### src/rtl/approx_dot_accumulator.sv
// rtl/approx_dot_accumulator.sv - streaming saturating dot-product accumulator; optional macro BIAS_COMP_EN
module approx_dot_accumulator #(
   parameter int                PROD_W  = 16,
   parameter int                VEC_LEN = 8,
   parameter int                ACC_W   = 19,
   parameter logic [PROD_W-1:0] BIAS    = '0
) (
   input  logic              clk,
   input  logic              rst_n,
   input  logic              clr,
   input  logic              in_valid,
   output logic              in_ready,
   input  logic [PROD_W-1:0] in_prod,
   output logic              out_valid,
   input  logic              out_ready,
   output logic [ACC_W-1:0]  out_sum,
   output logic              out_sat
);

   localparam int               CNT_W = (VEC_LEN > 2) ? $clog2(VEC_LEN) : 1;
   localparam int               SUM_W = ACC_W + 2;
   localparam logic [CNT_W-1:0] LAST  = CNT_W'(VEC_LEN - 1);
   localparam logic [SUM_W-1:0] MAX   = {2'b00, {ACC_W{1'b1}}};

   typedef enum logic {S_ACC, S_STALL} state_t;

   state_t           state, state_next;
   logic [ACC_W-1:0] acc;
   logic [CNT_W-1:0] cnt;
   logic             sticky;
   logic [SUM_W-1:0] term;
   logic [SUM_W-1:0] sum_raw;
   logic [ACC_W-1:0] sum_sat;
   logic             add_ovf;
   logic             accept;
   logic             final_beat;
   logic             hold_full;

`ifdef BIAS_COMP_EN
   // Bias is added in the wide domain so a biased term can never wrap.
   assign term = SUM_W'(in_prod) + SUM_W'(BIAS);
`else
   assign term = SUM_W'(in_prod);
   if (BIAS > 0) begin : g_bias_ignored
   end
`endif

   // Two spare bits above ACC_W make the overflow test a plain compare.
   assign sum_raw    = SUM_W'(acc) + term;
   assign add_ovf    = (sum_raw > MAX);
   assign sum_sat    = add_ovf ? {ACC_W{1'b1}} : sum_raw[ACC_W-1:0];
   assign accept     = in_valid && in_ready;
   assign final_beat = (cnt == LAST);
   assign hold_full  = final_beat && out_valid && !out_ready;

   // State register: STALL only while a final beat waits on a held result.
   always_ff @(posedge clk or negedge rst_n) begin
      if (!rst_n) state <= S_ACC;
      else        state <= state_next;
   end

   // Next state and in_ready; the final beat is refused until the held result drains.
   always_comb begin
      state_next = state;
      in_ready   = 1'b0;
      case (state)
         S_ACC: begin
            in_ready = !clr && !hold_full;
            if (!clr && hold_full) state_next = S_STALL;
         end
         S_STALL: begin
            in_ready = !clr && out_ready;
            if (clr || out_ready) state_next = S_ACC;
         end
         default: state_next = S_ACC;
      endcase
      if (!rst_n) in_ready = 1'b0;
   end

   // Accumulator, beat counter and per-vector sticky saturation flag.
   always_ff @(posedge clk or negedge rst_n) begin
      if (!rst_n) begin
         acc    <= '0;
         cnt    <= '0;
         sticky <= 1'b0;
      end else if (clr || (accept && final_beat)) begin
         acc    <= '0;
         cnt    <= '0;
         sticky <= 1'b0;
      end else if (accept) begin
         acc    <= sum_sat;
         cnt    <= cnt + 1'b1;
         sticky <= sticky | add_ovf;
      end
   end

   // One-entry result register; a final beat on the handshake edge reloads it with no gap.
   always_ff @(posedge clk or negedge rst_n) begin
      if (!rst_n) begin
         out_valid <= 1'b0;
         out_sum   <= '0;
         out_sat   <= 1'b0;
      end else if (accept && final_beat) begin
         out_valid <= 1'b1;
         out_sum   <= sum_sat;
         out_sat   <= sticky | add_ovf;
      end else if (out_valid && out_ready) begin
         out_valid <= 1'b0;
      end
   end

endmodule

### config.mk
export PLATFORM = sky130hd
export DESIGN_NAME = approx_dot_accumulator
export DESIGN_NICKNAME = d
export VERILOG_FILES = /design/src/rtl/approx_dot_accumulator.sv
export SDC_FILE = /design/constraint.sdc
export NUM_CORES = 1
export LEC_CHECK = 0
export ABC_AREA = 0
export CORE_ASPECT_RATIO = 1.4
export CORE_MARGIN = 2
export CORE_UTILIZATION = 66
export DETAILED_ROUTE_END_ITERATION = 12
export DONT_BUFFER_PORTS = 1
export PLACE_DENSITY = 0.82
export SYNTH_ARGS = -nofsm -noshare
export SYNTH_HDL_FRONTEND = slang
export SYNTH_SLANG_ARGS = --single-unit
### constraint.sdc
create_clock -name clk -period 4.85 [get_ports clk]
set_clock_uncertainty 0.15 [all_clocks]
set_input_delay 1.455 -clock clk [delete_from_list [all_inputs] [get_ports clk]]
set_output_delay 1.455 -clock clk [all_outputs]
set_load 0.02 [all_outputs]
# Word-level counts from Yosys, hierarchy flattened
# Index checks and enable logic that the tools add are counted.
[classes]
addsub = 2
magnitude_cmp = 1
n_eq_ne = 1
mux = 14
n_bitwise = 2
reduce_logical = 15
[op_table]
columns = ["operator", "count"]
rows = [
  ["2-to-1 mux 19 bit", 3],
  ["adder 19 x 16 -> 20 bit", 1],
  ["> comparator 20 x 19 -> 1 bit, second input constant", 1],
  ["logical AND 1 bit", 8],
  ["2-to-1 mux 1 bit", 7],
  ["2-to-1 mux 3 bit", 2],
  ["one-hot mux 1 bit (2 select lines)", 2],
  ["nonzero test 2 bit", 2],
  ["adder 3 x 1 -> 3 bit, second input constant", 1],
  ["equality test 3 bit, second input constant", 1],
  ["zero test 1 bit", 3],
  ["logical OR 1 bit", 2],
  ["inverter 1 bit", 1],
  ["OR 1 bit", 1],
]
[word_totals]
regBits = 45
out_inout_bits = 22
elab_cells = 42

# Depth between registers and ports, before layout
# Gate-level depths: netlist of the first run.
[depth]
depth_word = 11
ltp_mapped = 9
depth_no_buf = 8

# Worst setup path before layout of the first run
# OpenSTA, ideal clock, no wires.
[synth_path]
path_kind = "in2reg"
from = "input port in_prod[0]"
to = "register acc[16]"
arrival_time_ns = 3.321
path_slack_ns = 1.258
path_stages = 8
n_path_buf = 0
path_cell_list = "ha_1 -> fa_1 -> a211oi_2 -> o211ai_1 -> a31o_1 -> a211oi_2 -> o21bai_1 -> a22o_1"
[synth_between]
elab_chain_len = 5
[synth_lines]
columns = ["element", "line", "text"]
rows = [
  ["start: declaration", "13", "input logic [PROD_W-1:0] in_prod,"],
  ["adder 19 x 16 -> 20 bit *", "49", "assign sum_raw = SUM_W'(acc) + term;"],
  ["> comparator 20 x 19 -> 1 bit", "50", "assign add_ovf = (sum_raw > MAX);"],
  ["2-to-1 mux 19 bit *", "51", "assign sum_sat = add_ovf ? {ACC_W{1'b1}} : sum_raw[ACC_W-1:0];"],
  ["2-to-1 mux 19 bit *", "90", "end else if (accept) begin"],
  ["2-to-1 mux 19 bit *", "86", "end else if (clr || (accept && final_beat)) begin"],
  ["end signal: assignment", "91", "acc <= sum_sat;"],
  ["end: declaration", "28", "logic [ACC_W-1:0] acc;"],
]
# Every way passes the cells marked *; elsewhere a longest branch is shown, timed or not. The select of a mux whose other input is x is not followed.
# A chain may end at the register's enable or synchronous reset.

# Final worst setup path of the first run
# Same ends and word-level chain as after synthesis.

==> results by stage, run 1 <==
Placed design:
- Summed over all nets, the half-perimeter wirelength after detailed placement is 4620 microns.
- After detailed placement, the design holds a cell count of 351.
- Summing all placed instances gives a cell area of 2800 sq um.
- The weighted congestion at the end of routability-driven global placement is 0.903.
- The count of input and output buffers is 0.

Routing:
- For this block, the initial DRC count from the detailed router was 82.
- The DRC violations left is 0.
- The post-detailed-route count of antenna-violating nets is 0.
- The first TritonRoute pass finished after 4 iterations.
- The average vias per placed instance is 6.66.
- The routed layout has 2,392 vias.
- Dividing the detail-routed wire length by the instance count gives 17.9 microns.
- The sum of routed wire length over all layers is 6430 microns.

Synth:
- The number of nets produced by synthesis is 360.
- Counting flops and latches in the post-synthesis netlist gives 45.
- For this run, asynchronously set or reset flops after synthesis account for 100%.
- In this run, synthesis inferred 0 flip-flops with an integrated enable.
- A synthesized cell averages 8.80 sq um.
- In this run, distinct cell masters in the synthesized netlist total 51.
- During synthesis, Yosys emitted a total of 0 warnings.
- The prevailing post-synth register cell is dfrtp_1.
- The share of the Yosys chip area taken by registers is 40.0%.
- The synthesized area is 2820 sq um.
- The cell count after synthesis is 320.

Floorplan:
- The number of placed I/O pins is 43.
- The die covers 4810 sq um.
- The row count is 28.
- In this run the horizontal extent of the chip is 59.2 microns.
- Once the floorplan was initialized, standard cells occupied 67.5% of the core.
- In this run the vertical extent of the chip is 81.3 microns.
- After floorplanning, the core was sized to cover 4170 sq um.

Run status:
- The flow ran to the end, and the final reports show no timing, DRC or antenna violations.

Finish:
- The repair_antennas step left the layout with diodes totalling 0.
- The final instance area is 2920 sq um.
- The area used by sequential logic in the layout is 1130 sq um.
- The library cell used most frequently in the layout, excluding fill and tap cells, is nand2_1.
- The footprint of the multi-input gates is 1600 sq um.
- Leaving out fill and tap cells, the most frequent cells in the layout are nand2_1 (56), dfrtp_1 (45), o21ai_1 (33).
- The final-layout fill cell count is 331.
- The area growth from synthesis to layout is 3.73%.
- In the final layout, the share of cells above drive strength 1 is 6.69%.
- The final standard cell count with taps included and fillers excluded is 359.
- The net count of the finished layout is 353.

Clock network:
- The number of buffers created by CTS is 5.
- The number of setup buffers added after CTS is 0.
- In this run the number of H-tree levels came out at 2.
- Clock-pin slew was measured on the worst setup and hold paths at 0.09 ns.
- The root cell of the clock tree is clkbuf_8.
- The number of resized instances in the post-cts repair step is 0.
- The count of hold-fix buffers inserted at cts is 0.
- TritonCTS built the clock tree.
- The buffer levels on the longest clock path is 2.
- Clock latency on the worst-skew pair, taken at its later pin, is 0.31 ns.
- The CTS sink count is 45.

Timing:
- Setup violations remaining at the end of the flow were counted as 0.
- The setup TNS after final layout is 0 ns.
- In this run the tightest slew margin relative to its limit is 31.6%.
- The achievable clock frequency is 285 MHz.
- The ratio of final minimum period to clock period is 72.4%.
- The number of hold violations in the final report is 0.
- Setup repair after global routing left no endpoint under its margin.
- Counting I/O delays and the setup requirement, the final critical path takes 3.51 ns.
- The number of max-slew violations in the final report came to 0.
- The transition time of the tightest slew-check pin is 1.02 ns.

GRT:
- The pin count of the biggest net entering global routing is 48.
- The via count of the first global-routing pass is 2,360.
- The wire length of the first global-routing pass is 10,700 microns.
- The total overflow reported by the global router is 0.
- The number of antenna violations at the first check in global routing was 0.
- For this run, the total global-route usage over all layers was measured as 29.3%.

Critical path:
- Counting both buffers and inverters, the worst setup path holds a total of 0.
- The arrival time reported for the critical path endpoint is 3.56 ns.
- By instance count, the cell type seen most on the critical path is a211oi_2.
- STA classifies the critical path endpoint as a flop.
- For the worst setup path, the data required time is 4.90 ns.
- The worst setup path is launched from a primary input.
- The critical path goes through ha_1 -> fa_1 -> a211oi_2 -> o211ai_1 -> a31o_1 -> a211oi_2 -> o21bai_1 -> a22o_1.
- The highest cell delay on the worst timing path is 0.46 ns.
- The type of the worst setup path is primary input to flop.
- In this run the worst path has a maximum fanout of 4.
- The slowest cell on the critical path is fa_1.
- Among cell families on the critical path, the largest total delay comes from compound AO/OA/AOI/OAI gates.

Job:
- The number of max-capacitance violations reported is 0.

Min path:
- The worst hold path belongs to the class flop to flop.

Pwr:
- IR analysis of the VDD net gives a maximum drop of 0.292 mV.
- Dividing total power by cell area gives a power density of 309 nW/um^2.
- The overall power is 901 uW.
- The cell leakage power is 0.00135 uW.
## cells by family (layout without fill, tap and decap cells)
kind of cell               count (synthesis)  after routing  synth area share, %
xor gates and xnor gates                  14             14                 4.36
and+or+nand+nor                          113            113                 18.4
buffers and inverters                     20             14                 3.33
AOI/OAI and AO/OA                        107            107                 24.5
DFF                                       45             45                 40.0
adders and majority gates                 19             19                 8.71
muxes                                      2              2                0.756
## flip-flops by register name (all words and copies together), names as in the netlist
signal,count
out_sat,1
cnt,3
acc,19
out_valid,1
out_sum,19
sticky,1
state,1
## cells in the mapped netlist, drive strengths merged (3+ instances only)
library cell	n	area [sq um]
a211oi	5	47.5
a21o	4	30.0
a21oi	29	160
a22o	3	26.3
and3	5	36.3
and4	4	35.0
buf	10	56.3
clkbuf	4	15.0
dfrtp	45	1130
ha	18	225
inv	6	22.5
nand2	56	210
nand3	5	25.0
nand4	6	43.8
nor2	27	104
o211ai	6	45.0
o21a	3	22.5
o21ai	41	209
xnor2	8	70.1
xor2	6	52.6
## layer usage
layer  track usage, %  up-vias  wire, microns
met3             5.25       11            466
met2             47.6       97           3140
li1                 -     1144              -
met1             38.6     1140           2720
met4             11.1        0             98
met5                0        -              0
## per-stage QoR
step / setup WS, ns / hold WS [ns] / util (%)
detailed placement: 1.03 / 0.319 / 67.2
floorplan: 1.26 / 0.296 / -
finish: 1.34 / 0.346 / 70.0
global route: 1.21 / 0.370 / 70.0
global placement: 1.13 / 0.314 / 67.2
CTS: 1.34 / 0.348 / 70.0
## where the power goes
group,internal (uW),total [uW],leakage (uW),switching (uW)
clock network,168,305,0.0000574,137
registers,388,397,0.000621,9.66
logic,73.6,199,0.000671,126
## area by class of cell
class,instances,area share (%)
multi-input combinational,255,54.6
sequential,45,38.6
clock buffer,6,2.83
tap,45,1.93
clock inverter,2,1.29
inverter,6,0.771
## path summary, 6_finish.rpt
| path | start | endpoint | slack [ns] | cells after the start |
|---|---|---|---|---|
| min in group asynchronous | rst_n | out_sum[2] | 0.68 | 0 |
| hold / removal | acc[14] | acc[14] | 0.35 | 2 |
| setup reg to reg | cnt[0] | acc[17] | 2.03 | 7 |
| hold reg to reg | acc[14] | acc[14] | 0.35 | 2 |
| setup / recovery | in_prod[0] | acc[16] | 1.34 | 8 |
| max in group asynchronous | rst_n | cnt[1] | 3.77 | 0 |
## worst min-delay path, cell delays in order (launching register included)
cell and delay [ns]:
dfrtp_1 0.36, nand2_1 0.05, o21ai_1 0.06
No activity file was read; power rests on OpenSTA's default activity.
==> inputs of run 2 (changes only) <==
Settings changed: CORE_UTILIZATION 66 to 57, PLACE_DENSITY 0.82 to 0.75.
Clock period 4.85 ns to 3.15 ns, I/O delays scaled along.
==> results by stage, run 2 (synthesis results as in run 1) <==
Placed design:
- The estimated wirelength of the detail-placed design is 4940 microns (was 4620 microns).
- The count of input and output buffers came to 0 (unchanged).
- The weighted congestion at the end of routability-driven global placement is 0.949 (was 0.903).
- The total placed cells including tap cells is 387 (was 351).

Critical path:
- The type of the worst setup path is primary input to flop (unchanged).
- The arrival time reported for the critical path endpoint is 2.98 ns (was 3.56 ns).
- The number of cells on the worst reg-to-reg path is 8 (was 7).
- The cell depth of the worst setup path is 8 (unchanged).
- The cell type with the highest occurrence count on the critical path is a211oi_2 (unchanged).
- Ordered cell list for the critical path: ha_1 -> fa_1 -> a211oi_2 -> o211ai_1 -> a31o_1 -> a211oi_2 -> o21bai_1 -> a22o_1 (unchanged).
- The setup slack on the worst flop-to-flop path is 0.45 ns (was 2.03 ns).
- The capturing element type of the critical path is a flop (unchanged).
- The largest driver fanout on the critical path is 3 (was 4).
- The critical path startpoint category was a primary input (unchanged).
- The highest cell delay on the worst timing path is 0.41 ns (was 0.46 ns).
- The largest delay contributor family on the critical path is compound AO/OA/AOI/OAI gates (unchanged).
- The slowest cell on the critical path is fa_1 (unchanged).
- The worst reg2reg path startpoint is acc[0] (was cnt[0]).
- The endpoint required time on the critical path was 3.20 ns (was 4.90 ns).
- The endpoint of the worst-slack reg-to-reg timing path is acc[16] (was acc[17]).
- The number of buffer and inverter instances along the worst setup path is 0 (unchanged).

Finish:
- Leading cell types in the layout, fill and taps excluded: nand2_1 (56), dfrtp_1 (45), o21ai_1 (33) (unchanged).
- The final standard cell count with taps included and fillers excluded is 395 (was 359).
- The layout cell share with drive strength beyond 1 came to 11.5% (was 6.69%).
- Largest registers in the final layout: acc (19), out_sum (19), cnt (3) (unchanged).
- The number of nets in the finished design is 370 (was 353).
- The most common library cell in the layout ignoring fill and taps is nand2_1 (unchanged).
- The count of antenna diodes in the layout came to 0 (unchanged).
- The area growth from synthesis to final layout is 9.11% (was 3.73%).

Timing:
- The setup TNS after final layout is 0 ns (unchanged).
- The worst path in the final design needs a cycle of 2.93 ns, including I/O delays and setup.
- The relative slew slack is 68.2% (was 31.6%).
- The total of endpoints with negative setup slack in the final report was 0 (unchanged).
- The ratio of final minimum period to clock period is 93.0%.
- The transition time of the tightest slew-check pin is 0.477 ns (was 1.02 ns).
- The achievable clock frequency is 341 MHz.
- The number of max-slew violations in the final report is 0 (unchanged).
- The number of hold violations in the final report came to 0 (unchanged).
- Unrepaired setup endpoints after global routing: false (unchanged).

GRT:
- The total overflow reported by the global router came to 0 (unchanged).
- The wire length of the first global-routing pass came to 11,200 microns (was 10,700 microns).
- The pin count of the biggest net entering global routing is 48 (unchanged).
- The number of antenna violations at the first check in global routing was 0 (unchanged).
- The via count of the first global-routing pass was 2,356 (was 2,360).
- The all-layer global routing usage was 26.0% (was 29.3%).

Routing:
- The count of TritonRoute iterations in the first routing pass is 5 (was 4).
- The post-detailed-route count of antenna-violating nets came to 0 (unchanged).
- The sum of routed wire length over all layers came to 6740 microns (was 6430 microns).
- The average routed wire per standard cell was 17.1 microns (was 17.9 microns).
- The total via count in the routed design is 2,383 (was 2,392).
- The average vias per placed instance is 6.03 (was 6.66).
- The DRC violations left came to 0 (unchanged).
- The violation count after the first detailed-route iteration came to 146 (was 82).

Clock network:
- The count of hold-fix buffers inserted at cts came to 0 (unchanged).
- The clock slew at the register clock pins of the worst setup and hold paths came to 0.09 ns (about the same).
- The buffer levels on the longest clock path is 2 (unchanged).
- The number of setup buffers added after CTS is 0 (unchanged).
- The root cell of the clock tree was clkbuf_8 (unchanged).
- The number of resized instances in the post-cts repair step is 0 (unchanged).
- The CTS sink count is 45 (unchanged).
- The worst-skew pair later-pin latency came to 0.31 ns (about the same).
- The number of levels in the clock H-tree is 2 (unchanged).
- The number of buffers created by CTS is 5 (unchanged).
- The clock tree from TritonCTS is yes (unchanged).

Floorplan:
- The row count is 30 (was 28).
- The effective utilization at floorplan is 58.6% (was 67.5%).
- The number of placed I/O pins is 43 (unchanged).
- The core outline area was 4800 sq um (was 4170 sq um).
- The height of the die is 87.2 microns (was 81.3 microns).
- The width of the die came to 63.4 microns (was 59.2 microns).
- The area of the die is 5530 sq um (was 4810 sq um).

Pwr:
- The cell area power density came to 461 nW/um^2 (was 309 nW/um^2).
- The peak ir drop on the vdd network was 0.317 mV (was 0.292 mV).
- The cell leakage power came to 0.00143 uW (was 0.00135 uW).
- The overall power was 1420 uW (was 901 uW).

Job:
- The number of max-capacitance violations reported is 0 (unchanged).

Run status:
- Status: complete, no violations (unchanged).

Min path:
- The class of the tightest hold or removal check was primary input to async pin (was flop to flop).
## run 2: cell count changes in the layout (fill, tap and decap cells not counted)
cell	change
buf_4	+17
## run 2: final cells by class
class / count / area, sq um
clock inverters: 2 / 37.5
repair buffers: 17 / 128
multi-input cells: 255 / 1600
well taps: 64 / 80.1
clock buffers: 6 / 82.6
flip-flops and latches: 45 / 1130
fillers: 442 / 1730
inverters: 6 / 22.5
## run 2: power by group
group / internal [uW] / switching [uW]
Combinational: 132 / 202
Sequential: 597 / 14.2
Clock: 258 / 213
Total: 987 / 429
## run 2: layer usage
layer	wire length, microns	vias up	GRT usage [%]
met1	2970	1128	33.8
met4	149	0	10.3
li1	-	1172	-
met2	3230	70	42.2
met5	0	-	0
met3	393	13	6.08
## run 2: worst max path at each step
stage | from | endpoint
after floorplan | in_prod[0] | acc[16]
after global placement | in_prod[0] | acc[16]
after detailed placement | in_prod[0] | acc[16]
after CTS | in_prod[0] | acc[16]
after global routing | in_prod[0] | acc[16]
final | in_prod[0] | acc[16]
## run 2: stage by stage
| step | utilization [%] | hold WS [ns] | worst slack [ns] | area, sq um |
|---|---|---|---|---|
| global placement | 61.4 | 0.321 | 0.0238 | 2950 |
| detailed placement | 61.4 | 0.325 | -0.0572 | 2950 |
| CTS | 63.9 | 0.168 | 0.225 | 3070 |
| floorplan | - | 0.296 | 0.0683 | 2820 |
| global route | 63.9 | 0.153 | 0.129 | 3070 |
| finish | 63.9 | 0.164 | 0.219 | 3070 |
==> inputs of run 3 (changes only) <==
Settings changed: HOLD_SLACK_MARGIN from default to 0.05.
==> results of run 3 <==
The final DEF is identical to that of run 2; final timing and power are the same.
==> variant 1, RTL diff (settings of run 3) <==
Reset style: synchronous (`rst_n`), changed in 3 clocked blocks.
--- a/src/rtl/approx_dot_accumulator.sv
+++ b/src/rtl/approx_dot_accumulator.sv
@@ -54,7 +54,7 @@
    assign hold_full  = final_beat && out_valid && !out_ready;
 
    // State register: STALL only while a final beat waits on a held result.
-   always_ff @(posedge clk or negedge rst_n) begin
+   always_ff @(posedge clk) begin
       if (!rst_n) state <= S_ACC;
       else        state <= state_next;
    end
@@ -78,7 +78,7 @@
    end
 
    // Accumulator, beat counter and per-vector sticky saturation flag.
-   always_ff @(posedge clk or negedge rst_n) begin
+   always_ff @(posedge clk) begin
       if (!rst_n) begin
          acc    <= '0;
          cnt    <= '0;
@@ -95,7 +95,7 @@
    end
 
    // One-entry result register; a final beat on the handshake edge reloads it with no gap.
-   always_ff @(posedge clk or negedge rst_n) begin
+   always_ff @(posedge clk) begin
       if (!rst_n) begin
          out_valid <= 1'b0;
          out_sum   <= '0;
Behaviour: not the same (a bounded check fails within 10 cycles, from zero or initial values and one cycle with rst_n low; the reset may be asserted at any time).
==> variant 1 against run 3 <==
Non-clock buffer count down 3. Wire length decreased by 11%. Final area down 15%. Sequential cell count unchanged. Count of clock-buffer cells in the layout is 1 lower. Area after synthesis fell by 13%. Critical path depth grew 1. Via count down 8.8%. Setup slack improved by 0.042 ns. Fmax grew 1.5%. Critical path type unchanged. Largest cell class unchanged.
Power is not compared: it rests on default switching activity, and its combinational part moved more than twofold at a synthesized area within 25%.
==> variant 1: results <==
set metrics [dict create \
    grt_use_total_pct 26.21 \
    critPathMaxStageDelay_ns 0.43 \
    slowest_stage "sky130_fd_sc_hd__fa_1" \
    clk_pin_slew_worst_paths_ns 0.10 \
    drtIter0Drc 93 \
    gp_congestion 0.9158 \
    p_clk_share_pct 34.9 \
    critical_path_peak_fanout 3 \
    synth_warnings 0 \
    worstSkewPairLatency_ns 0.31 \
    drt_wl_total_um 5996 \
    cts_buffers 5 \
    drt-pass1-iter-count 4 \
    final_net_count 337 \
    worst_r2r_path_depth 9 \
    cts.htree.levels 2 \
    total_switching_power_uw 293.6 \
    grt_start_max_net_pins 40 \
    comb_power_share_pct 11.4 \
    vias_per_cell 6.335 \
    static-leakage-power_nw 1.038 \
    clock_tree.root_cell "sky130_fd_sc_hd__clkbuf_8" \
    top_registers "acc (19), out_sum (19), cnt (3)" \
    antenna_found_initial 0 \
    crit_arrival_ns 2.92 \
    grt_pass1_wl_um 9604 \
    ys_top_cells_by_area "sky130_fd_sc_hd__dfxtp_1 37%, sky130_fd_sc_hd__ha_1 9.2%, sky130_fd_sc_hd__a21oi_1 8.4%" \
    first_global_vias 2095 \
    status "finished, final reports clean" \
    p_sw_share_pct 27.34 \
    cts_resized 0 \
    hpwl_um 4442 \
    worst_ir_drop_vdd_mv 0.4319 \
    ys_seq_area_share_pct 36.73 \
    headroom_to_the_max_slew_limit_pct 29.61 \
    min-delay-path-class "register to register" \
    holdPathStages 2 \
    dp_worst_setup_slack_ns -0.04753 \
    synth_cell_types 42 \
    n_antenna_cell 0 \
    cts_max_path_buffers 2 \
    synth_top_flop_cell "sky130_fd_sc_hd__dfxtp_1" \
    share_of_final_layout_standard_cells_stronger_than_drive_strength_1_pct 9.396 \
    placement.io_buffers 0 \
    cp_top_family "compound AO/OA/AOI/OAI gates" \
    ys_async_sr_fraction_pct 0 \
    post_synth_most_frequent_cells "45 x sky130_fd_sc_hd__dfxtp_1, 41 x sky130_fd_sc_hd__a21oi_1, 41 x sky130_fd_sc_hd__o21ai_0" \
    cts_post_setup_buffers_inserted 0 \
]
[variant 1: cell count changes after synthesis, sizes merged, moves of 4 or more]
cell,delta
dfxtp,+45
nor3,+4
nor2,-8
nand2,-39
a21oi,+13
inv,-4
a31oi,+17
dfrtp,-45
[variant 1: through the flow]
step | instances | area, sq um | utilization [%]
2_1_floorplan | 295 | 2452 | -
3_3_place_gp | 335 | 2530 | 60.68
3_5_place_dp | 335 | 2530 | 60.68
4_1_cts | 343 | 2624 | 62.94
5_1_grt | 343 | 2624 | 62.94
6_report | 343 | 2624 | 62.94
[variant 1: final timing paths]
path	start	end	slack [ns]
setup reg to reg	cnt[0]	acc[2]	0.51
hold reg to reg	sticky	sticky	0.34
hold / removal	sticky	sticky	0.34
setup / recovery	in_prod[0]	out_sum[14]	0.26
[variant 1: logic make-up after synthesis]
logic type	after synthesis	share of synthesized area, %
DFF	45	36.73
AOI/OAI and AO/OA	130	31.22
xor gates and xnor gates	15	5.357
muxes	2	0.8164
and+or+nand+nor	63	11.94
adders and majority gates	19	10.00
buffers and inverters	21	3.929
[variant 1: cell type report]
type | instances | area, sq um
clock buffers | 5 | 68.82
fillers | 367 | 1545
flip-flops and latches | 45 | 900.9
well taps | 45 | 56.30
inverters | 2 | 7.507
multi-input cells | 229 | 1460
repair buffers | 14 | 105.1
clock inverters | 3 | 25.02
[variant 1: routing by layer]
layer	track usage [%]	routed length, um
met3	3.937	273
met5	0	0
met2	46.92	3111
met4	10.45	172
met1	30.54	2439
==> variant 2, RTL diff (settings of run 3) <==
Without the edit above. Set the parameter `ACC_W` to 27 (it was 19).
--- a/src/rtl/approx_dot_accumulator.sv
+++ b/src/rtl/approx_dot_accumulator.sv
@@ -2,7 +2,7 @@
 module approx_dot_accumulator #(
    parameter int                PROD_W  = 16,
    parameter int                VEC_LEN = 8,
-   parameter int                ACC_W   = 19,
+   parameter int                ACC_W   = 27,
    parameter logic [PROD_W-1:0] BIAS    = '0
 ) (
    input  logic              clk,
Ports: changed (resized out_sum); port bits go from 43 to 51. The function was not compared with the original's and may differ.
==> variant 2 against run 3 <==
Wire length is 36% higher. Via count is 32% higher. Count of clock-buffer cells in the layout grew 5. Setup slack better by 0.0028 ns. Global-route usage grew 1.9 points. Final area grew 33%. First-iteration DRC count is 36% higher. Sequential power up 37%. Power grew 23%. Sequential cell count up 16. Area after synthesis rose by 28%. Clock power is 23% higher. Largest cell class unchanged. Sequential share of layout area up 0.82 points.
==> variant 2: results <==
set metrics [dict create \
    status "finished, final reports clean" \
    hpwl_um 7010 \
    use_met2_pct 51.28 \
    static-leakage-power_nw 2.002 \
    instances_no_fill 516 \
    synth_cell_types 47 \
    gr-usage-met3_pct 6.295 \
    ys_async_sr_fraction_pct 100.0 \
    post_synth_most_frequent_cells "61 x sky130_fd_sc_hd__dfrtp_1, 50 x sky130_fd_sc_hd__nand2_1, 46 x sky130_fd_sc_hd__nor2_1" \
    grt_start_max_net_pins 63 \
    worstSkewPairLatency_ns 0.34 \
    share_of_final_layout_standard_cells_stronger_than_drive_strength_1_pct 14.41 \
    fillers 539 \
    synth_cells 412 \
    drtIter0Drc 198 \
    top_registers "acc (27), out_sum (27), cnt (3)" \
    critical_path_peak_fanout 4 \
    clk_pin_slew_worst_paths_ns 0.07 \
    crit_arrival_ns 3.04 \
    dpl.cell_count 500 \
    headroom_to_the_max_slew_limit_pct 48.21 \
    critPathMaxStageDelay_ns 0.43 \
    final_net_count 479 \
    worst_ir_drop_vdd_mv 0.3639 \
    place_area_sq_um 3914 \
    slowest_stage "sky130_fd_sc_hd__or3b_4" \
    grt_pass1_wl_um 15310 \
    groute.layer.met1.usage_pct 29.84 \
    grt_use_total_pct 27.90 \
    ys_top_cells_by_area "sky130_fd_sc_hd__dfrtp_1 42%, sky130_fd_sc_hd__ha_1 6.3%, sky130_fd_sc_hd__a21oi_1 6.1%" \
    first_global_vias 3303 \
    synth_nets 452 \
    synth_top_flop_cell "sky130_fd_sc_hd__dfrtp_1" \
    cts.htree.levels 3 \
    gp_congestion 0.9197 \
    vias_per_cell 6.083 \
    ys_seq_area_share_pct 42.36 \
    dp_worst_setup_slack_ns -0.09408 \
]
## variant 2: cell types whose count changed after synthesis, sizes merged, moves of 4 or more
cell     delta
dfrtp      +16
xor2        +4
nand2       -6
inv         +7
a21oi      +15
a21o       +13
nor2       +19
buf         -6
a31oi       +8
clkbuf     +14
o2bb2ai     +4
## variant 2: cell families (layout without fill, tap and decap cells)
family | after synthesis | count (layout) | share of synthesized area, %
AND/OR/NAND/NOR | 139 | 139 | 17.85
XOR/XNOR | 18 | 18 | 4.375
AO/OA/AOI/OAI | 139 | 139 | 24.31
buffers and inverters | 35 | 67 | 4.028
adder cells (fa/ha/maj) | 19 | 19 | 6.806
flip-flops | 61 | 61 | 42.36
multiplexers | 1 | 1 | 0.2778
## variant 2: worst register-to-register path: cells and delay by family (launching register included)
kind                       cells  cell delay (ns)
and+or+nand+nor                3             0.77
AOI/OAI and AO/OA              3             0.57
adders and majority gates      2             0.44
DFF                            1             0.40
buffers and inverters          1             0.29
## variant 2: path summary, 6_finish.rpt
kind                             from           to  slack (ns)  cells past startpoint
setup reg to reg               cnt[0]  out_sum[12]        0.44                      9
setup / recovery           in_prod[0]      acc[22]        0.22                     10
min in group clk              acc[14]      acc[14]        0.34                      2
hold / removal                  rst_n  out_sum[23]        0.15                      0
hold reg to reg               acc[14]      acc[14]        0.34                      2
max in group asynchronous       rst_n       acc[4]        2.60                      0
## variant 2: final cells by class
type	count	area [sq um]	area share, %
Inverter	13	48.80	1.198
Timing Repair Buffer	38	297.8	7.312
Tap cell	72	90.09	2.212
Sequential cell	61	1526	37.48
Multi-Input combinational cell	316	1951	47.90
Clock buffer	11	131.4	3.226
Clock inverter	5	27.53	0.6759
## variant 2: per-layer routing
layer | wire length, um | vias to the layer above
met3 | 306 | 21
li1 | - | 1521
met5 | 0 | -
met2 | 5016 | 70
met1 | 3539 | 1527
met4 | 294 | 0
## variant 2: power breakdown
| part | internal (mW) | switching [mW] | leakage (nW) |
|---|---|---|---|
| Combinational | 0.134 | 0.190 | 1.08 |
| Sequential | 0.809 | 0.0256 | 0.838 |
| Clock | 0.280 | 0.302 | 0.0829 |
| Total | 1.22 | 0.517 | 2.00 |
## variant 2: through the flow
stage / total power [mW] / hold WS (ns)
floorplan: 1.069 / 0.3034
global placement: 1.166 / 0.3152
detailed placement: 1.172 / 0.3247
CTS: 1.751 / 0.1371
global route: 1.826 / 0.1218
finish: 1.740 / 0.1454
